<file path="config.mk">
export PLATFORM = sky130hd
export DESIGN_NAME = sst_reg_sequencer
export DESIGN_NICKNAME = d
export VERILOG_FILES = /design/src/rtl/sst_pkg.sv /design/src/rtl/sync_edge.sv /design/src/rtl/sst_reg_sequencer.sv
export SDC_FILE = /design/constraint.sdc
export NUM_CORES = 1
export LEC_CHECK = 0
export ABC_AREA = 1
export CORE_MARGIN = 2
export CORE_UTILIZATION = 45
export CTS_CLUSTER_DIAMETER = 30
export DETAILED_ROUTE_END_ITERATION = 8
export HOLD_SLACK_MARGIN = 0.03
export PLACE_DENSITY = 0.74
export SLEW_MARGIN = 20
export SYNTH_ARGS = -nofsm -noshare
export SYNTH_HDL_FRONTEND = slang
export SYNTH_SLANG_ARGS = --single-unit
</file>
<file path="constraint.sdc">
create_clock -name clk -period 4.45 [get_ports clk]
set_clock_uncertainty 0.15 [all_clocks]
set_input_delay 0.89 -clock clk [delete_from_list [all_inputs] [get_ports clk]]
set_output_delay 0.89 -clock clk [all_outputs]
set_load 0.02 [all_outputs]
</file>
<file path="src/rtl/sst_pkg.sv">
// Shared types and constants for the mapper save-state bus sequencer.
package sst_pkg;

    localparam int             SST_IDX_W      = 8;
    localparam logic [7:0]     SST_IDX_MAPIDX = 8'd127;

    typedef enum logic [2:0] {
        ST_IDLE,
        ST_RD_WAIT,
        ST_RD_PUSH,
        ST_WR_FETCH,
        ST_WR_HOLD,
        ST_WR_REL,
        ST_FIN
    } sst_seq_state_t;

    // An inverted index window means the session carries no transfers.
    function automatic logic sst_range_empty(input logic [SST_IDX_W-1:0] first,
                                             input logic [SST_IDX_W-1:0] last);
        return first > last;
    endfunction

endpackage

</file>
<file path="src/rtl/sync_edge.sv">
// Two-flop synchronizer for an asynchronous level plus a registered falling-edge pulse.
module sync_edge (
    input  logic clk,
    input  logic rst_n,
    input  logic d_i,
    output logic fall_o
);

    logic q1_q, q2_q, fall_q;

    always_ff @(posedge clk or negedge rst_n) begin
        if (!rst_n) begin
            q1_q   <= 1'b0;
            q2_q   <= 1'b0;
            fall_q <= 1'b0;
        end else begin
            q1_q   <= d_i;
            q2_q   <= q1_q;
            fall_q <= q2_q & ~q1_q;
        end
    end

    assign fall_o = fall_q;

endmodule

</file>
<file path="src/rtl/sst_reg_sequencer.sv">
// Save-state bus initiator: SAVE streams mapper registers out, RESTORE writes a byte
// stream back, holding each write until the mapper's m2 falling edge has captured it.
module sst_reg_sequencer
    import sst_pkg::*;
#(
    parameter int RD_SETTLE = 2,
    parameter int M2_TO     = 4096
) (
    input  logic                 clk,
    input  logic                 rst_n,
    input  logic                 cmd_start,
    input  logic                 cmd_dir,
    input  logic [SST_IDX_W-1:0] cmd_first,
    input  logic [SST_IDX_W-1:0] cmd_last,
    input  logic                 cmd_abort,
    output logic                 busy,
    output logic                 done,
    output logic                 err_to,
    input  logic                 m2,
    output logic                 sst_act,
    output logic                 sst_we_reg,
    output logic [SST_IDX_W-1:0] sst_addr,
    output logic [7:0]           sst_dato,
    input  logic [7:0]           sst_di,
    output logic [7:0]           sv_data,
    output logic                 sv_valid,
    input  logic                 sv_ready,
    input  logic [7:0]           rs_data,
    input  logic                 rs_valid,
    output logic                 rs_ready
);

    localparam int SET_W = (RD_SETTLE > 1) ? $clog2(RD_SETTLE) : 1;
    localparam int TO_W  = (M2_TO > 1) ? $clog2(M2_TO) : 1;
    localparam logic [SET_W-1:0] SET_LAST = SET_W'(RD_SETTLE - 1);
    localparam logic [TO_W-1:0]  TO_LAST  = TO_W'(M2_TO - 1);
    // Edges seen in the first SYNC_LAG hold cycles fell before the strobe was raised.
    localparam logic [TO_W-1:0]  SYNC_LAG = TO_W'(2);

    sst_seq_state_t       state_q, state_d;
    logic [SST_IDX_W-1:0] idx_q, idx_d, last_q, last_d, addr_q, addr_d;
    logic [SET_W-1:0]     set_q, set_d;
    logic [TO_W-1:0]      to_q, to_d;
    logic                 act_q, act_d, busy_q, busy_d, err_q, err_d, we_q, we_d;
    logic                 svv_q, svv_d;
    logic [7:0]           dato_q, dato_d, svd_q, svd_d;
    logic                 m2_fall;

    sync_edge u_m2_sync (
        .clk    (clk),
        .rst_n  (rst_n),
        .d_i    (m2),
        .fall_o (m2_fall)
    );

    always_ff @(posedge clk or negedge rst_n) begin
        if (!rst_n) begin
            state_q <= ST_IDLE;
            idx_q   <= '0;
            last_q  <= '0;
            addr_q  <= '0;
            set_q   <= '0;
            to_q    <= '0;
            act_q   <= 1'b0;
            busy_q  <= 1'b0;
            err_q   <= 1'b0;
            we_q    <= 1'b0;
            svv_q   <= 1'b0;
            dato_q  <= '0;
            svd_q   <= '0;
        end else begin
            state_q <= state_d;
            idx_q   <= idx_d;
            last_q  <= last_d;
            addr_q  <= addr_d;
            set_q   <= set_d;
            to_q    <= to_d;
            act_q   <= act_d;
            busy_q  <= busy_d;
            err_q   <= err_d;
            we_q    <= we_d;
            svv_q   <= svv_d;
            dato_q  <= dato_d;
            svd_q   <= svd_d;
        end
    end

    always_comb begin
        state_d  = state_q;
        idx_d    = idx_q;
        last_d   = last_q;
        addr_d   = addr_q;
        set_d    = set_q;
        to_d     = to_q;
        act_d    = act_q;
        busy_d   = busy_q;
        err_d    = err_q;
        we_d     = we_q;
        svv_d    = svv_q;
        dato_d   = dato_q;
        svd_d    = svd_q;
        rs_ready = 1'b0;
        done     = 1'b0;

        case (state_q)
            ST_IDLE: begin
                if (cmd_start) begin
                    idx_d  = cmd_first;
                    last_d = cmd_last;
                    addr_d = cmd_first;
                    set_d  = '0;
                    act_d  = 1'b1;
                    busy_d = 1'b1;
                    err_d  = 1'b0;
                    if (sst_range_empty(cmd_first, cmd_last)) state_d = ST_FIN;
                    else if (cmd_dir)                         state_d = ST_WR_FETCH;
                    else                                      state_d = ST_RD_WAIT;
                end
            end
            ST_RD_WAIT: begin
                if (cmd_abort) begin
                    state_d = ST_FIN;
                end else if (set_q == SET_LAST) begin
                    svd_d   = sst_di;
                    svv_d   = 1'b1;
                    state_d = ST_RD_PUSH;
                end else begin
                    set_d = set_q + 1'b1;
                end
            end
            ST_RD_PUSH: begin
                if (sv_ready) begin
                    svv_d = 1'b0;
                    if (idx_q == last_q) begin
                        state_d = ST_FIN;
                    end else begin
                        idx_d   = idx_q + 1'b1;
                        addr_d  = idx_q + 1'b1;
                        set_d   = '0;
                        state_d = ST_RD_WAIT;
                    end
                end else if (cmd_abort) begin
                    svv_d   = 1'b0;
                    state_d = ST_FIN;
                end
            end
            ST_WR_FETCH: begin
                rs_ready = ~cmd_abort;
                if (cmd_abort) begin
                    state_d = ST_FIN;
                end else if (rs_valid) begin
                    dato_d  = rs_data;
                    addr_d  = idx_q;
                    we_d    = 1'b1;
                    to_d    = '0;
                    state_d = ST_WR_HOLD;
                end
            end
            ST_WR_HOLD: begin
                // Abort is deliberately ignored: an issued write must complete or time out.
                if (m2_fall && (to_q >= SYNC_LAG)) begin
                    we_d    = 1'b0;
                    state_d = ST_WR_REL;
                end else if (to_q == TO_LAST) begin
                    err_d   = 1'b1;
                    we_d    = 1'b0;
                    state_d = ST_FIN;
                end else begin
                    to_d = to_q + 1'b1;
                end
            end
            ST_WR_REL: begin
                if (idx_q == last_q) begin
                    state_d = ST_FIN;
                end else begin
                    idx_d   = idx_q + 1'b1;
                    state_d = ST_WR_FETCH;
                end
            end
            ST_FIN: begin
                done    = 1'b1;
                act_d   = 1'b0;
                busy_d  = 1'b0;
                svv_d   = 1'b0;
                state_d = ST_IDLE;
            end
            default: state_d = ST_IDLE;
        endcase
    end

    assign busy       = busy_q;
    assign err_to     = err_q;
    assign sst_act    = act_q;
    assign sst_we_reg = we_q;
    assign sst_addr   = addr_q;
    assign sst_dato   = dato_q;
    assign sv_data    = svd_q;
    assign sv_valid   = svv_q;

endmodule
</file>
==> results of run 1 <==
[metrics by stage]
step	setup slack (ns)	util (%)	power [µW]
final	1.095	58.39	3157
after global placement	1.158	55.28	2470
after floorplan	2.378	-	2047
after global routing	0.9912	58.39	3408
after detailed placement	1.154	55.28	2515
after CTS	1.098	58.39	3163
[layout by cell type (no fill, tap or decap), types with 2 or more instances in the layout]
cell type,n
sky130_fd_sc_hd__nand2_1,148
sky130_fd_sc_hd__clkdlybuf4s50_1,69
sky130_fd_sc_hd__dfrtp_1,63
sky130_fd_sc_hd__inv_1,56
sky130_fd_sc_hd__nor2_1,44
sky130_fd_sc_hd__o21ai_0,27
sky130_fd_sc_hd__nand3_1,24
sky130_fd_sc_hd__mux2_2,15
sky130_fd_sc_hd__ha_1,11
sky130_fd_sc_hd__xor2_1,10
sky130_fd_sc_hd__clkbuf_8,10
sky130_fd_sc_hd__inv_2,9
sky130_fd_sc_hd__nor3_1,8
sky130_fd_sc_hd__a21oi_1,7
sky130_fd_sc_hd__o21ai_2,5
sky130_fd_sc_hd__o21ai_1,4
sky130_fd_sc_hd__nand4_1,3
sky130_fd_sc_hd__o211ai_1,3
sky130_fd_sc_hd__o221ai_1,3
sky130_fd_sc_hd__mux2i_1,3
sky130_fd_sc_hd__bufinv_16,3
sky130_fd_sc_hd__nand2_2,2
sky130_fd_sc_hd__nand2_4,2
sky130_fd_sc_hd__a21oi_2,2
sky130_fd_sc_hd__a221oi_1,2
sky130_fd_sc_hd__nand3b_1,2
sky130_fd_sc_hd__or2_2,2
sky130_fd_sc_hd__o22ai_1,2
sky130_fd_sc_hd__inv_6,2
sky130_fd_sc_hd__buf_4,2
[cells by family (layout without fill, tap and decap cells)]
logic type | after synthesis | after routing
and+or+nand+nor | 241 | 241
buffers and inverters | 74 | 153
DFF | 63 | 63
AOI/OAI and AO/OA | 59 | 59
muxes | 19 | 19
adders and majority gates | 11 | 11
xor gates and xnor gates | 10 | 10
[layer usage]
| layer | GRT usage (%) | wire (µm) |
|---|---|---|
| met1 | 28.90 | 4019 |
| met2 | 35.70 | 4297 |
| met3 | 5.455 | 650 |
| met4 | 7.850 | 163 |
| met5 | 0 | 0 |
[worst register-to-register path, cell delays in order, from the launching register on]
cell and delay, ns:
sky130_fd_sc_hd__dfrtp_1 0.46, sky130_fd_sc_hd__inv_2 0.10, sky130_fd_sc_hd__nor2_2 0.14, sky130_fd_sc_hd__nand2_1 0.37
sky130_fd_sc_hd__nand2_1 0.22, sky130_fd_sc_hd__nand2_1 0.07, sky130_fd_sc_hd__inv_1 0.07, sky130_fd_sc_hd__nand3b_2 0.26
sky130_fd_sc_hd__inv_2 0.24, sky130_fd_sc_hd__nand3_1 0.08, sky130_fd_sc_hd__o21ai_0 0.08
[power by group through the flow]
stage | Sequential, µW | Clock [µW] | Combinational, µW
2_1_floorplan | 1060 | 0 | 991
3_3_place_gp | 958 | 0 | 1510
3_5_place_dp | 971 | 0 | 1540
4_1_cts | 964 | 649 | 1550
5_1_grt | 996 | 679 | 1730
6_report | 964 | 641 | 1550
[worst max path at each step]
stage,start,endpoint,cells after the start
floorplan,cmd_abort,rs_ready,1
global placement,cmd_abort,rs_ready,3
detailed placement,cmd_abort,rs_ready,3
CTS,state_q[1],rs_ready,5
global route,state_q[1],rs_ready,5
finish,state_q[1],rs_ready,5
[cell type report]
cell class | instances | area [µm²] | area share (%)
clock buffers | 10 | 137.6 | 2.898
clock inverters | 6 | 115.1 | 2.424
inverters | 65 | 244.0 | 5.137
multi-input cells | 340 | 1834 | 38.62
flip-flops and latches | 63 | 1577 | 33.19
well taps | 105 | 131.4 | 2.766
repair buffers | 72 | 710.7 | 14.96
==> results_tabular.tex, run 1 <==
\begin{tabular}{lr}
\hline
Metric & Value \\
\hline
\multicolumn{2}{l}{\textbf{Timing}} \\
Unrepaired setup endpoints after global routing & false \\
Number of failing hold endpoints at the final stage & 0 \\
Worst Tran Pin Value & 0.6808 ns \\
Maximum frequency from static timing analysis & 298.1 MHz \\
Post-route worst hold slack & 0.2323 ns \\
Number of setup violations in the final report & 0 \\
Final-report max-slew violation count & 0 \\
Final cycle utilization of the critical path & 75.39\% \\
Remaining max-slew budget at the tightest pin & 54.61\% \\
Aggregate negative setup slack & 0 ns \\
Clock period minus worst slack & $\sim$3.4 ns \\
\multicolumn{2}{l}{\textbf{Drt}} \\
Total number of vias & between 3000 and 4000 \\
Pre-antenna DRT Iters & 4 \\
Total length of routed wires & 9131 µm \\
Routed length per instance & between 10 and 15 µm \\
Drt via density & 5.079 \\
Starting DRT DRC Count & between 200 and 300 \\
Post-detailed-route DRC marker count & 0 \\
Final ANT Viol Nets & 0 \\
\multicolumn{2}{l}{\textbf{Logic synthesis}} \\
Leading post-synthesis cells by instance count & 148 x sky130\_fd\_sc\_hd\_\_nand2\_1, 63 x sky130\_fd\_sc\_hd\_\_dfrtp\_1, 56 x sky130\_fd\_sc\_hd\_\_inv\_1 \\
Most used flip-flop cell after synthesis & sky130\_fd\_sc\_hd\_\_dfrtp\_1 \\
Largest family of logic cells by synthesized area & simple AND/OR/NAND/NOR gates \\
Portion of synthesized cell area occupied by the leading cell type & between 40\% and 50\% \\
Number of warnings issued by yosys & 0 \\
Post-Synth XOR/XNOR Area & under 10\% \\
Fraction of the mapped netlist area in compound gates & just under 10\% \\
Post-synthesis adder-cell area fraction & 3.691\% \\
Mapped Avg Cell Area & between 7 and 8 µm² \\
Post-synthesis register bit count & 63 \\
Net Count, Synth & 528 \\
Mux contribution to synthesized area & 5.638\% \\
Summed instance area of the synthesized netlist & 3729 µm² \\
Library cell with the highest instance count after synthesis & sky130\_fd\_sc\_hd\_\_nand2\_1 \\
Unique cell type count in the Yosys netlist & 40 \\
Portion of the post-synthesis area used by sequential elements & 42.28\% \\
Ranking of synthesized cells by area & sky130\_fd\_sc\_hd\_\_dfrtp\_1 42\%, sky130\_fd\_sc\_hd\_\_nand2\_1 15\%, sky130\_fd\_sc\_hd\_\_inv\_1 5.6\% \\
Number of cells produced by synthesis & 477 \\
Post-synthesis share of cell area spent on and, or, nand and nor gates & 27.85\% \\
Ys async rst share & 100.0\% \\
EDFF count, synth & 0 \\
Post-synth top area cell & sky130\_fd\_sc\_hd\_\_dfrtp\_1 \\
\multicolumn{2}{l}{\textbf{Placement}} \\
RePlAce Congestion & 0.9389 \\
Total cell area at the placement stage & 4497 µm² \\
Post-DP HPWL & 6814 µm \\
Quantity of I/O buffers inserted on ports & 70 \\
Inst Count DP & 645 \\
\multicolumn{2}{l}{\textbf{Power and ir drop}} \\
Relative contribution of sequential cells to total power & 30.5\% \\
Net Sw Power & between 1000 and 1500 µW \\
Leakage power of the design & approximately 0.0024 µW \\
Combinational fraction of design power & slightly below 50\% \\
Switching share of power & 43.27\% \\
Internal power contribution & 1791 µW \\
Clk pwr share & around a fifth \\
Cell Pwr Density & roughly 660 nW/µm² \\
Worst IR Drop VDD & 0.0003065 V \\
\multicolumn{2}{l}{\textbf{Critical path}} \\
Highest cell delay on the worst timing path & 0.64 ns \\
Crit Reg-Reg Startpoint & state\_q[1] \\
Cells on worst reg2reg path & 10 \\
Crit-path cells & inv\_2, nor2\_2, nand2\_1, nor2\_8, clkdlybuf4s50\_1 \\
Crit path required time & around 3.4 ns \\
Critical path arrival & 2.31 ns \\
Kind of cell with the highest combined delay on the critical path & simple AND/OR/NAND/NOR gates \\
Critical path launch point type & register \\
Slowest-stage cell, CP & sky130\_fd\_sc\_hd\_\_clkdlybuf4s50\_1 \\
Critical path buffers and inverters & 2 \\
Path type of the worst setup path & reg2out \\
End of the worst register-to-register path & to\_q[6] \\
Setup crit end kind & output pin \\
Biggest fanout along the worst timing path & 11 \\
Flop2flop setup slack & around 2.1 ns \\
\multicolumn{2}{l}{\textbf{Floorplan}} \\
Std-Cell Core Area & 8134 µm² \\
Horizontal die dimension & 95.03 µm \\
Area of the die & 9030 µm² \\
Die Y-Extent & 95.03 µm \\
Count of pins on the block boundary & 71 \\
Number of rows created at floorplan & 33 \\
Initial Utilization & 45.84\% \\
\multicolumn{2}{l}{\textbf{CTS}} \\
Clock sink count & 63 \\
Post-CTS Hold Fix Bufs & 0 \\
Clock tree from TritonCTS & yes \\
Setup bufs post-CTS & 0 \\
Cts repair resizes & 0 \\
Clock root buffer & sky130\_fd\_sc\_hd\_\_clkbuf\_8 \\
Clock tree buffer depth & 2 \\
Total number of H-tree levels & 3 \\
Clock transition at path regs & roughly 0.080 ns \\
Clock insertion delay at the later pin of the skew report & between 0.3 and 0.4 ns \\
Total clock buffers created by CTS & 9 \\
\multicolumn{2}{l}{\textbf{Min path}} \\
Worst hold path cell count & 0 \\
Hold\_sp & u\_m2\_sync.q1\_q \\
Type of the tightest min-delay check & reg2reg \\
Worst-case hold path end point & u\_m2\_sync.q2\_q \\
\multicolumn{2}{l}{\textbf{Finish}} \\
Area growth from synthesis to final layout & 27.38\% \\
Fill count & 758 \\
Number of nets in the layout & 602 \\
Max reg flops & 12 \\
Share of cells above drive strength 1 & 11.33\% \\
Register ranked first by flip-flop count & to\_q \\
Final std cell area, no fill & 4750 µm² \\
Post-route insts no fill & 661 \\
\# diodes & 0 \\
\multicolumn{2}{l}{\textbf{GRT}} \\
Via count of the first global-routing pass & 3253 \\
Initial antenna violation count & 0 \\
Wire length of the first global-routing pass & $\sim$15000 µm \\
Gr ovfl total & 0 \\
Pin count of the biggest net entering global routing & 37 \\
Total global routing track utilization & 22.07\% \\
\multicolumn{2}{l}{\textbf{Job}} \\
Max-cap violations & 0 \\
\multicolumn{2}{l}{\textbf{Run status}} \\
Outcome & finished clean \\
\hline
\end{tabular}
(Power assumes the default switching activity.)
==> inputs of run 2 (changes only) <==
==> constraint.sdc (replaced) <==
create_clock -name clk -period 3.1 [get_ports clk]
set_clock_uncertainty 0.15 [all_clocks]
set_input_delay 0.62 -clock clk [delete_from_list [all_inputs] [get_ports clk]]
set_output_delay 0.62 -clock clk [all_outputs]
set_load 0.02 [all_outputs]
==> results_tabular.tex, run 2 (synthesis gave the netlist of run 1 again) <==
\begin{tabular}{lr}
\hline
Metric & Value \\
\hline
\multicolumn{2}{l}{\textbf{Timing}} \\
Maximum frequency from static timing analysis & between 300 and 400 MHz \\
Final-report max-slew violation count & 0 (unchanged) \\
Number of setup violations in the final report & 0 (unchanged) \\
Aggregate negative setup slack & 0 ns (unchanged) \\
Worst Tran Pin Value & 0.5254 ns (was 0.6808 ns) \\
Clock period minus worst slack & 2.833 ns \\
Final cycle utilization of the critical path & between 90\% and 100\% \\
Number of failing hold endpoints at the final stage & 0 (unchanged) \\
Remaining max-slew budget at the tightest pin & 64.97\% (was 54.61\%) \\
Unrepaired setup endpoints after global routing & false (unchanged) \\
\multicolumn{2}{l}{\textbf{GRT}} \\
Initial antenna violation count & 0 (unchanged) \\
Wire length of the first global-routing pass & 15170 µm (was 15280 µm) \\
Pin count of the biggest net entering global routing & 41 (was 37) \\
Total global routing track utilization & 21.70\% (was 22.07\%) \\
Via count of the first global-routing pass & 3205 (was 3253) \\
Gr ovfl total & 0 (unchanged) \\
\multicolumn{2}{l}{\textbf{Floorplan}} \\
Number of rows created at floorplan & 33 (unchanged) \\
Area of the die & 9030 µm² (unchanged) \\
Std-Cell Core Area & 8134 µm² (unchanged) \\
Horizontal die dimension & 95.03 µm (unchanged) \\
Die Y-Extent & 95.03 µm (unchanged) \\
Initial Utilization & 45.84\% (unchanged) \\
Count of pins on the block boundary & 71 (unchanged) \\
\multicolumn{2}{l}{\textbf{Drt}} \\
Drt via density & 5.148 (was 5.079) \\
Pre-antenna DRT Iters & 5 (was 4) \\
Routed length per instance & 13.35 µm (was 13.81 µm) \\
Post-detailed-route DRC marker count & 0 (unchanged) \\
Starting DRT DRC Count & 220 (was 257) \\
Final ANT Viol Nets & 0 (unchanged) \\
Total length of routed wires & 8849 µm (was 9131 µm) \\
Total number of vias & 3413 (was 3357) \\
\multicolumn{2}{l}{\textbf{Critical path}} \\
Biggest fanout along the worst timing path & 5 (was 11) \\
Crit path required time & 2.33 ns (was 3.41 ns) \\
Kind of cell with the highest combined delay on the critical path & buffers and inverters (was simple AND/OR/NAND/NOR gates) \\
Critical path launch point type & register (unchanged) \\
Setup crit end kind & output pin (unchanged) \\
Path type of the worst setup path & reg2out (unchanged) \\
Slowest-stage cell, CP & sky130\_fd\_sc\_hd\_\_clkdlybuf4s50\_1 (unchanged) \\
Critical path buffers and inverters & 2 (unchanged) \\
Highest cell delay on the worst timing path & 0.62 ns (was 0.64 ns) \\
Critical path arrival & 2.06 ns (was 2.31 ns) \\
Crit-path cells & inv\_2, nor2\_2, nand2\_1, nor2\_8, clkdlybuf4s50\_1 (unchanged) \\
\multicolumn{2}{l}{\textbf{Placement}} \\
RePlAce Congestion & 0.9222 (was 0.9389) \\
Quantity of I/O buffers inserted on ports & 70 (unchanged) \\
Post-DP HPWL & 6696 µm (was 6814 µm) \\
Total cell area at the placement stage & 4512 µm² (was 4497 µm²) \\
\multicolumn{2}{l}{\textbf{Power and ir drop}} \\
Worst IR Drop VDD & 0.0004415 V (was 0.0003065 V) \\
Leakage power of the design & 0.002371 µW (was 0.002385 µW) \\
Cell Pwr Density & 915.2 nW/µm² (was 664.6 nW/µm²) \\
\multicolumn{2}{l}{\textbf{CTS}} \\
Clock tree from TritonCTS & yes (unchanged) \\
Clock sink count & 63 (unchanged) \\
Setup bufs post-CTS & 0 (unchanged) \\
Clock insertion delay at the later pin of the skew report & 0.34 ns (was 0.35 ns) \\
Total number of H-tree levels & 3 (unchanged) \\
Clock root buffer & sky130\_fd\_sc\_hd\_\_clkbuf\_8 (unchanged) \\
Total clock buffers created by CTS & 9 (unchanged) \\
Post-CTS Hold Fix Bufs & 0 (unchanged) \\
Clock transition at path regs & 0.07 ns (was 0.08 ns) \\
Clock tree buffer depth & 2 (unchanged) \\
Cts repair resizes & 0 (unchanged) \\
\multicolumn{2}{l}{\textbf{Finish}} \\
Register ranked first by flip-flop count & to\_q (unchanged) \\
Most used cells in the layout excluding fill and tap cells & 148 x sky130\_fd\_sc\_hd\_\_nand2\_1, 69 x sky130\_fd\_sc\_hd\_\_clkdlybuf4s50\_1, 63 x sky130\_fd\_sc\_hd\_\_dfrtp\_1, 56 x sky130\_fd\_sc\_hd\_\_inv\_1, 44 x sky130\_fd\_sc\_hd\_\_nor2\_1 (unchanged) \\
Max reg flops & 12 (unchanged) \\
Final std cell area, no fill & 4702 µm² (was 4750 µm²) \\
Leading cell type in the layout, fill and taps excluded & sky130\_fd\_sc\_hd\_\_nand2\_1 (unchanged) \\
Share of cells above drive strength 1 & 11.29\% (was 11.33\%) \\
\# diodes & 0 (unchanged) \\
Number of nets in the layout & 604 (was 602) \\
Area growth from synthesis to final layout & 26.11\% (was 27.38\%) \\
\multicolumn{2}{l}{\textbf{Run status}} \\
Outcome & finished clean (unchanged) \\
\multicolumn{2}{l}{\textbf{Job}} \\
Max-cap violations & 0 (unchanged) \\
\multicolumn{2}{l}{\textbf{Min path}} \\
Type of the tightest min-delay check & in2async (was reg2reg) \\
\hline
\end{tabular}
[run 2: cell types whose count changed in the layout (fill, tap and decap cells not counted), sizes merged]
cell	previous run	this run
clkinvlp	1	0
buf	3	5
clkinv	0	3
bufinv	3	1
clkbuf	10	12
inv	67	65
[run 2: metrics by stage]
step                      hold slack [ns]  std cells  utilization (%)  power [µW]  setup WS (ns)
after global placement             0.2147        647            55.47        3562         0.3641
after floorplan                    0.1744        477                -        2939          1.329
after detailed placement           0.2284        647            55.47        3605         0.3416
final                              0.1112        663            57.81        4303         0.2672
after global routing               0.1416        663            57.81        4692         0.1785
after CTS                          0.1120        663            57.81        4330         0.2659
[run 2: per-layer routing]
metal	share of wire, %	GRT usage, %
met1	44	29.70
met4	1.5	6.280
met5	0	0
met2	46	33.45
met3	8.5	6.482
[run 2: layout make-up]
class | instances | area (µm²)
fillers | 760 | 3432
multi-input cells | 340 | 1834
flip-flops and latches | 63 | 1577
repair buffers | 74 | 725.7
inverters | 65 | 244.0
clock buffers | 12 | 145.1
well taps | 105 | 131.4
clock inverters | 4 | 45.04
[run 2: worst paths after layout]
check	start	endpoint	slack, ns	cells after the start
max	state_q[1]	rs_ready	0.27	5
min in group clk	u_m2_sync.q1_q	u_m2_sync.q2_q	0.24	0
max reg2reg	state_q[2]	sst_addr[0]	0.78	12
min reg2reg	u_m2_sync.q1_q	u_m2_sync.q2_q	0.24	0
min	rst_n	last_q[4]	0.11	2
max in group asynchronous	rst_n	to_q[6]	2.23	2
[run 2: power breakdown]
| part | internal, µW | switching [µW] |
|---|---|---|
| Combinational | 884 | 1330 |
| Sequential | 1130 | 249 |
| Clock | 390 | 316 |
[run 2: worst reg2reg max path, cell delays in order, from the launching register on]
cell                      delay, ns
sky130_fd_sc_hd__dfrtp_1       0.45
sky130_fd_sc_hd__inv_2         0.11
sky130_fd_sc_hd__nand2_4       0.10
sky130_fd_sc_hd__nor2_4        0.25
sky130_fd_sc_hd__nand2_1       0.15
sky130_fd_sc_hd__nand2_1       0.13
sky130_fd_sc_hd__inv_2         0.07
sky130_fd_sc_hd__nand2_1       0.06
sky130_fd_sc_hd__nor2_1        0.04
sky130_fd_sc_hd__nand2_1       0.29
sky130_fd_sc_hd__inv_1         0.20
sky130_fd_sc_hd__o21ai_0       0.15
sky130_fd_sc_hd__nand2_1       0.07
==> inputs of run 3 (changes only) <==
--- a/config.mk
+++ b/config.mk
@@ -7,11 +7,11 @@
 export LEC_CHECK = 0
 export ABC_AREA = 1
 export CORE_MARGIN = 2
-export CORE_UTILIZATION = 45
+export CORE_UTILIZATION = 46
 export CTS_CLUSTER_DIAMETER = 30
 export DETAILED_ROUTE_END_ITERATION = 8
 export HOLD_SLACK_MARGIN = 0.03
-export PLACE_DENSITY = 0.74
+export PLACE_DENSITY = 0.75
 export SLEW_MARGIN = 20
 export SYNTH_ARGS = -nofsm -noshare
 export SYNTH_HDL_FRONTEND = slang
==> results_tabular.tex, run 3 (synthesis gave the netlist of run 1 again) <==
\begin{tabular}{lr}
\hline
Metric & Value \\
\hline
\multicolumn{2}{l}{\textbf{Timing}} \\
Worst Tran Pin Value & 0.4774 ns (was 0.5254 ns) \\
Number of failing hold endpoints at the final stage & 0 (unchanged) \\
Setup slack of the critical path after layout & 0.3096 ns (was 0.2672 ns) \\
Remaining max-slew budget at the tightest pin & 68.08\% (was 64.97\%) \\
Maximum frequency from static timing analysis & 358.4 MHz (was 353.0 MHz) \\
Number of setup violations in the final report & 0 (unchanged) \\
Unrepaired setup endpoints after global routing & false (unchanged) \\
Final-report max-slew violation count & 0 (unchanged) \\
Final cycle utilization of the critical path & 90.01\% (was 91.38\%) \\
Clock period minus worst slack & 2.790 ns (was 2.833 ns) \\
Aggregate negative setup slack & 0 ns (unchanged) \\
\multicolumn{2}{l}{\textbf{Critical path}} \\
Critical path launch point type & register (unchanged) \\
Flop2flop setup slack & 0.80 ns (was 0.78 ns) \\
End of the worst register-to-register path & to\_q[6] (was sst\_addr[0]) \\
Crit-path cells & inv\_2, nor2\_2, nand2\_1, nor2\_8, clkdlybuf4s50\_1 (unchanged) \\
Slowest-stage cell, CP & sky130\_fd\_sc\_hd\_\_clkdlybuf4s50\_1 (unchanged) \\
Setup crit end kind & output pin (unchanged) \\
Crit path required time & 2.33 ns (about the same) \\
Kind of cell with the highest combined delay on the critical path & buffers and inverters (unchanged) \\
Cells on worst reg2reg path & 9 (was 12) \\
Critical path arrival & 2.02 ns (was 2.06 ns) \\
Path type of the worst setup path & reg2out (unchanged) \\
Critical path buffers and inverters & 2 (unchanged) \\
Crit Reg-Reg Startpoint & to\_q[1] (was state\_q[2]) \\
Biggest fanout along the worst timing path & 5 (unchanged) \\
Highest cell delay on the worst timing path & 0.62 ns (about the same) \\
\multicolumn{2}{l}{\textbf{CTS}} \\
Total clock buffers created by CTS & 9 (unchanged) \\
Total number of H-tree levels & 3 (unchanged) \\
Setup bufs post-CTS & 0 (unchanged) \\
Clock tree from TritonCTS & yes (unchanged) \\
Clock root buffer & sky130\_fd\_sc\_hd\_\_clkbuf\_8 (unchanged) \\
Clock insertion delay at the later pin of the skew report & 0.33 ns (was 0.34 ns) \\
Clock tree buffer depth & 2 (unchanged) \\
Clock transition at path regs & 0.08 ns (was 0.07 ns) \\
Clock sink count & 63 (unchanged) \\
Cts repair resizes & 0 (unchanged) \\
Post-CTS Hold Fix Bufs & 0 (unchanged) \\
\multicolumn{2}{l}{\textbf{Finish}} \\
\# diodes & 0 (unchanged) \\
Max reg flops & 12 (unchanged) \\
Most used cells in the layout excluding fill and tap cells & 148 x sky130\_fd\_sc\_hd\_\_nand2\_1, 69 x sky130\_fd\_sc\_hd\_\_clkdlybuf4s50\_1, 63 x sky130\_fd\_sc\_hd\_\_dfrtp\_1, 56 x sky130\_fd\_sc\_hd\_\_inv\_1, 44 x sky130\_fd\_sc\_hd\_\_nor2\_1 (unchanged) \\
Area growth from synthesis to final layout & 26.54\% (was 26.11\%) \\
Final std cell area, no fill & 4718 µm² (was 4702 µm²) \\
Share of the core filled with cells in the final layout & 60.43\% (was 57.81\%) \\
Leading cell type in the layout, fill and taps excluded & sky130\_fd\_sc\_hd\_\_nand2\_1 (unchanged) \\
Register ranked first by flip-flop count & to\_q (unchanged) \\
Number of nets in the layout & 604 (unchanged) \\
Share of cells above drive strength 1 & 11.65\% (was 11.29\%) \\
\multicolumn{2}{l}{\textbf{GRT}} \\
Gr ovfl total & 0 (unchanged) \\
Pin count of the biggest net entering global routing & 64 (was 41) \\
Total global routing track utilization & 21.96\% (was 21.70\%) \\
Initial antenna violation count & 0 (unchanged) \\
Wire length of the first global-routing pass & 15270 µm (was 15170 µm) \\
Via count of the first global-routing pass & 3352 (was 3205) \\
\multicolumn{2}{l}{\textbf{Floorplan}} \\
Horizontal die dimension & 94.03 µm (was 95.03 µm) \\
Std-Cell Core Area & 7807 µm² (was 8134 µm²) \\
Die Y-Extent & 94.03 µm (was 95.03 µm) \\
Number of rows created at floorplan & 32 (was 33) \\
Count of pins on the block boundary & 71 (unchanged) \\
Area of the die & 8842 µm² (was 9030 µm²) \\
Initial Utilization & 47.76\% (was 45.84\%) \\
\multicolumn{2}{l}{\textbf{Placement}} \\
Post-DP HPWL & 6512 µm (was 6696 µm) \\
RePlAce Congestion & 0.9706 (was 0.9222) \\
Total cell area at the placement stage & 4521 µm² (was 4512 µm²) \\
Setup slack after placement & 0.3579 ns (was 0.3416 ns) \\
Quantity of I/O buffers inserted on ports & 70 (unchanged) \\
\multicolumn{2}{l}{\textbf{Drt}} \\
Total length of routed wires & 8694 µm (was 8849 µm) \\
Total number of vias & 3334 (was 3413) \\
Starting DRT DRC Count & 201 (was 220) \\
Post-detailed-route DRC marker count & 0 (unchanged) \\
Pre-antenna DRT Iters & 5 (unchanged) \\
Routed length per instance & 13.17 µm (was 13.35 µm) \\
Final ANT Viol Nets & 0 (unchanged) \\
Drt via density & 5.052 (was 5.148) \\
\multicolumn{2}{l}{\textbf{Min path}} \\
Type of the tightest min-delay check & in2async (unchanged) \\
\multicolumn{2}{l}{\textbf{Power and ir drop}} \\
Worst IR Drop VDD & 0.0004805 V (was 0.0004415 V) \\
Cell Pwr Density & 916.8 nW/µm² (was 915.2 nW/µm²) \\
Leakage power of the design & 0.002374 µW (was 0.002371 µW) \\
\multicolumn{2}{l}{\textbf{Run status}} \\
Outcome & finished clean (unchanged) \\
\multicolumn{2}{l}{\textbf{Job}} \\
Max-cap violations & 0 (unchanged) \\
\hline
\end{tabular}
[run 3: how the worst max path moves through the flow]
stage / startpoint / end / slack [ns] / depth (start not counted)
3_3_place_gp: cmd_abort / rs_ready / 0.36 / 3
3_5_place_dp: cmd_abort / rs_ready / 0.36 / 3
4_1_cts: state_q[1] / rs_ready / 0.30 / 5
6_report: state_q[1] / rs_ready / 0.31 / 5
2_1_floorplan: state_q[1] / rs_ready / 1.33 / 5
5_1_grt: state_q[1] / rs_ready / 0.20 / 5
[run 3: metal layers]
layer | global-route usage [%] | share of wire (%) | vias to the layer above | routed length, µm
met3 | 5.297 | 6.8 | 6 | 595
met5 | 0 | 0 | - | 0
met2 | 35.24 | 45 | 100 | 3935
met4 | 6.643 | 1.2 | 0 | 102
li1 | - | - | 1677 | -
met1 | 29.49 | 47 | 1551 | 4061
[run 3: area by class of cell]
class | count | area [µm²]
multi-input cells | 340 | 1834
fillers | 722 | 3089
well taps | 102 | 127.6
flip-flops and latches | 63 | 1577
repair buffers | 74 | 738.2
inverters | 65 | 244.0
clock buffers | 10 | 137.6
clock inverters | 6 | 60.06
[run 3: where the power goes]
| group | switching (µW) | total, µW | internal (µW) |
|---|---|---|---|
| clock | 323 | 712 | 389 |
| sequential | 234 | 1360 | 1130 |
| combinational | 1360 | 2250 | 892 |
| total | 1920 | 4330 | 2410 |
[run 3: stage by stage]
stage          hold WS [ns]  cells  power [µW]
2_1_floorplan        0.1744    477        2939
3_3_place_gp         0.2148    644        3555
3_5_place_dp         0.2193    644        3619
4_1_cts              0.1475    660        4349
5_1_grt              0.1626    660        4699
6_report             0.1363    660        4326
[run 3: worst reg2reg max path, cell delays in order, from the launching register on]
cell and delay [ns]:
sky130_fd_sc_hd__dfrtp_1 0.43, sky130_fd_sc_hd__ha_1 0.21, sky130_fd_sc_hd__nand3_1 0.11, sky130_fd_sc_hd__nor2_1 0.26, sky130_fd_sc_hd__nand3_1 0.15, sky130_fd_sc_hd__nor2_1 0.22
sky130_fd_sc_hd__nand3b_2 0.33, sky130_fd_sc_hd__inv_2 0.14, sky130_fd_sc_hd__nand3_1 0.10, sky130_fd_sc_hd__o21ai_0 0.08
